`src/rtl/uart_rx_fifo.sv`:
```
// uart_rx_fifo
//   Receive-side byte buffer between the UART receiver and the processor's
//   memory-mapped I/O. Each byte flagged by the receiver is captured once,
//   acknowledged with a single-cycle rxClear pulse and queued in a circular
//   FIFO that the processor drains at its own pace (first-word-fall-through).
//
// Optional feature macro: UART_RX_FIFO_OVERRUN_EN
//   When defined, a sticky overrun flag (with its clear input) records that a
//   byte arrived while the FIFO was full and had to be dropped. When
//   undefined, such bytes are still dropped, silently.
//
// Ports
//   clock_50MHZ  in   system clock, rising edge
//   reset        in   synchronous active-high reset
//   rxReady      in   receiver has a byte on rxDataOut
//   rxDataOut    in   [7:0] received byte
//   rxClear      out  one-cycle acknowledge back to the receiver
//   rd_en        in   pop request (ignored when empty)
//   rd_data      out  [7:0] head byte, 8'h00 when empty
//   empty        out  FIFO holds no entries
//   full         out  FIFO holds DEPTH entries
//   count        out  [AW:0] occupancy 0..DEPTH
//   overrun      out  sticky dropped-byte flag      (macro only)
//   overrun_clr  in   clears overrun, set wins      (macro only)

module uart_rx_fifo #(
    parameter int DEPTH = 16,
    parameter int AW    = 4
) (
    input  logic          clock_50MHZ,
    input  logic          reset,
    input  logic          rxReady,
    input  logic [7:0]    rxDataOut,
    output logic          rxClear,
    input  logic          rd_en,
    output logic [7:0]    rd_data,
    output logic          empty,
    output logic          full,
`ifdef UART_RX_FIFO_OVERRUN_EN
    output logic          overrun,
    input  logic          overrun_clr,
`endif
    output logic [AW:0]   count
);

    typedef enum logic [1:0] {
        S_IDLE  = 2'd0,
        S_CLEAR = 2'd1,
        S_WAIT  = 2'd2
    } state_t;

    localparam logic [AW:0] FULL_CNT = DEPTH[AW:0];

    state_t         state;
    state_t         state_next;

    logic [7:0]     mem [DEPTH];
    logic [AW-1:0]  wr_ptr;
    logic [AW-1:0]  rd_ptr;

    logic           push_req;
    logic           push_ok;
    logic           pop;

    // Capture FSM: state register
    always_ff @(posedge clock_50MHZ) begin
        if (reset) begin
            state <= S_IDLE;
        end else begin
            state <= state_next;
        end
    end

    // Capture FSM: next state and acknowledge. S_WAIT holds until the
    // receiver has dropped rxReady so a lingering flag is never re-captured.
    always_comb begin
        state_next = state;
        rxClear    = 1'b0;
        push_req   = 1'b0;
        case (state)
            S_IDLE: begin
                if (rxReady) begin
                    push_req   = 1'b1;
                    state_next = S_CLEAR;
                end
            end
            S_CLEAR: begin
                rxClear    = 1'b1;
                state_next = S_WAIT;
            end
            S_WAIT: begin
                if (!rxReady) begin
                    state_next = S_IDLE;
                end
            end
            default: begin
                state_next = S_IDLE;
            end
        endcase
    end

    assign empty = (count == '0);
    assign full  = (count == FULL_CNT);

    // A full FIFO can still accept a byte when a pop frees a slot this cycle.
    assign pop     = rd_en && !empty;
    assign push_ok = push_req && (!full || rd_en);

    // Storage is not reset; only pointers and occupancy are.
    always_ff @(posedge clock_50MHZ) begin
        if (push_ok && !reset) begin
            mem[wr_ptr] <= rxDataOut;
        end
    end

    always_ff @(posedge clock_50MHZ) begin
        if (reset) begin
            wr_ptr <= '0;
            rd_ptr <= '0;
            count  <= '0;
        end else begin
            if (push_ok) begin
                wr_ptr <= wr_ptr + 1'b1;
            end
            if (pop) begin
                rd_ptr <= rd_ptr + 1'b1;
            end
            case ({push_ok, pop})
                2'b10:   count <= count + 1'b1;
                2'b01:   count <= count - 1'b1;
                default: count <= count;
            endcase
        end
    end

    assign rd_data = empty ? 8'h00 : mem[rd_ptr];

`ifdef UART_RX_FIFO_OVERRUN_EN
    // Sticky drop flag; a drop in the same cycle as a clear keeps it set.
    always_ff @(posedge clock_50MHZ) begin
        if (reset) begin
            overrun <= 1'b0;
        end else if (push_req && !push_ok) begin
            overrun <= 1'b1;
        end else if (overrun_clr) begin
            overrun <= 1'b0;
        end
    end
`endif

endmodule

```
`config.mk`:
```
export PLATFORM = sky130hd
export DESIGN_NAME = uart_rx_fifo
export DESIGN_NICKNAME = d
export VERILOG_FILES = /design/src/rtl/uart_rx_fifo.sv
export SDC_FILE = /design/constraint.sdc
export NUM_CORES = 1
export LEC_CHECK = 0
export ABC_CLOCK_PERIOD_IN_PS = 6900
export BUFFER_PORTS_ARGS = -buffer_cell sky130_fd_sc_hd__buf_2
export CAP_MARGIN = 20
export CORE_MARGIN = 4
export CORE_UTILIZATION = 60
export DETAILED_ROUTE_END_ITERATION = 10
export PLACE_DENSITY = 0.89
export SLEW_MARGIN = 10
export SYNTH_ARGS = -nofsm -noshare
export SYNTH_HDL_FRONTEND = slang
export SYNTH_SLANG_ARGS = --single-unit
```
`constraint.sdc`:
```
create_clock -name clock_50MHZ -period 6.9 [get_ports clock_50MHZ]
set_input_delay 1.035 -clock clock_50MHZ [delete_from_list [all_inputs] [get_ports clock_50MHZ]]
set_output_delay 1.035 -clock clock_50MHZ [all_outputs]
set_load 0.005 [all_outputs]
```
==> impl_metrics.ini <==
[timing]
worst_slew_pin_slew_ns = 0.973
setup_viol = 0
finalClockSkew_ns = 0.00586
tns_ns = 0
hold_violations = 0
rsz0062_at_grt = no
setup_ws_ns = 3.00
final_max_slew_viol_count = 0
max-slew-margin-rel_pct = 35.1
fin_crit_sh_pct = 56.5
holdWs_ns = 0.516
max_freq_mhz = 257
fin_crit_ns = 3.90

[yosys]
async_flop_share_pct = 0
yosys_warnings = 0
synth_ff_type = edfxtp_1
avgSynthCellArea_um2 = 18.1
ys_seq_elements = 147
synth_top_cell_by_area = edfxtp_1
netlist-cell-type-count = 36
synth_edf_count = 128
syn_nets = 351
synth_area_um2 = 5950
synthTopCellsByArea = edfxtp_1 65%, mux4_2 12%, dfxtp_1 6.4%
ys_seq_area_share_pct = 71.0
synth_top_area_share_pct = 64.6
synthCells = 329

[routing]
drc = 0
first_pass_iters = 4
ant_nets = 0
initialDrtViolationCount = 242
routed_wl_um = 11900
wl_per_cell_um = 23.0
vias = 3155
vias_per_cell = 6.10

[final_layout]
layout-drive-gt1-share_pct = 29.2
final_common_cell = edfxtp_1
stdcell_area_um2 = 6860
area_growth_pct = 15.3
final_cell_mix = 128 x edfxtp_1, 32 x mux4_2, 27 x buf_2
fin_cells = 517
nets = 393
final_util_pct = 70.5
n_antenna_cell = 0

[worst_setup_path]
critPathArrivalTime_ns = 2.86
worst_r2r_path_depth = 8
max_stage_delay_ns = 0.97
crit_slowest_cell = dfxtp_2
path_cells = mux4_2, nor2b_1, a211oi_1, a211oi_1, buf_2
cp_top_family = flip-flops
crit_required_ns = 5.86
startpoint_type = register
r2r_end = count[4]
end_kind = primary output
path_class = register to primary output
r2r-start = count[0]
worst-path-max-fanout = 32
path_buf_inv = 1
path_common_cell = a211oi_1
r2r_setup_slack_ns = 3.57

[global_route]
grt_pass1_wl_um = 18700
grt_pass1_vias = 3291
grt_max_degree = 33
overflow = 0
antenna_found_initial = 0
track_usage_pct = 22.8

[clock_network]
cts_setup_buffers = 0
postCtsHoldBufs = 0
cts_buffers = 17
clkSinkCount = 147
clk_latency_ns = 0.52
clockBufferDepth = 2
cts.clk_slew.worst_paths_ns = 0.06
htreeDepth = 4
tritoncts = done
ctsResizeCount = 0
cts-root-buf = clkbuf_8

[min_path]
hp-class = register to register
hold_start = state[1]
holdPathStages = 2
holdPathEnd = state[1]

[power]
total_power_mw = 2.32
peakVddDrop_mv = 0.276
power.density_nw_per_um2 = 338
leakage_nw = 2.28

[placement]
portBuffers = 27
hpwl_um = 6930
globalplace.congestion = 0.757
placed_cells = 485
preCtsSetupSlack_ns = 3.36
dpl_cell_area_um2 = 6270

[floorplanning]
start_util_pct = 61.1
dieArea_um2 = 11600
std_cell_rows = 36
core-area_um2 = 9730
die_w_um = 108
ioPinCount = 28
fp.dieH_um = 108

[status]
status = finished, final reports clean

[job]
maxCapViolations = 0
[synthesized netlist by cell type, drive strengths merged (5+ instances only)]
cell and n:
inv 7, buf 14, a211oi 16, dfxtp 19, a21oi 8, clkbuf 8
nor2 15, ha 9, nand2b 8, mux2i 11, nor4 5, edfxtp 128
mux4 32, nor2b 8, nor3 12
[report_power, final]
part / internal [mW] / switching (mW) / leakage (nW)
registers: 0.992 / 0.0423 / 1.31
logic: 0.182 / 0.213 / 0.697
clock network: 0.523 / 0.367 / 0.280
[worst register-to-register path, cell delays in order (launching register included)]
cell and delay [ns]:
dfxtp_1 0.38, or4_1 0.72, o21bai_4 0.52, ha_1 0.37, ha_1 0.31, a21oi_1 0.20, a21oi_1 0.11, or4_1 0.47
a21oi_1 0.17
[sequential cells by signal (all words and copies together) (netlist names), named ones only]
register and count:
wr_ptr 4, mem 128, state 2, count 5
rd_ptr 4
[worst max-delay path by stage]
stage	slack [ns]	end	depth (start not counted)	startpoint
floorplan	3.68	count[4]	9	rxReady
global placement	3.53	count[4]	9	rxReady
detailed placement	3.36	count[4]	9	rxReady
CTS	2.90	rd_data[2]	5	register
global route	2.82	rd_data[2]	5	register
finish	3.00	rd_data[2]	5	register
[routing by layer]
layer	GRT usage, %	vias to the layer above	routed length [µm]
li1	-	1402	-
met4	8.57	0	259
met2	38.4	116	6370
met5	0	-	0
met3	6.24	21	809
met1	28.5	1616	4470
[area by class of cell]
| type | count | area, µm² |
|---|---|---|
| repair buffers | 45 | 270 |
| flip-flops and latches | 147 | 4230 |
| inverters | 7 | 26.3 |
| fillers | 620 | 2870 |
| clock inverters | 15 | 169 |
| clock buffers | 17 | 414 |
| multi-input cells | 153 | 1580 |
| well taps | 133 | 166 |
[cell families (layout without fill, tap and decap cells)]
logic type / after synthesis / in the layout / share of synthesized area [%]
and+or+nand+nor: 62 / 62 / 5.72
AOI/OAI and AO/OA: 32 / 32 / 3.83
xor gates and xnor gates: 6 / 6 / 0.883
DFF: 147 / 147 / 71.0
muxes: 43 / 43 / 14.0
buffers and inverters: 29 / 84 / 2.36
adders and majority gates: 10 / 10 / 2.23
(Power assumes the default switching activity.)
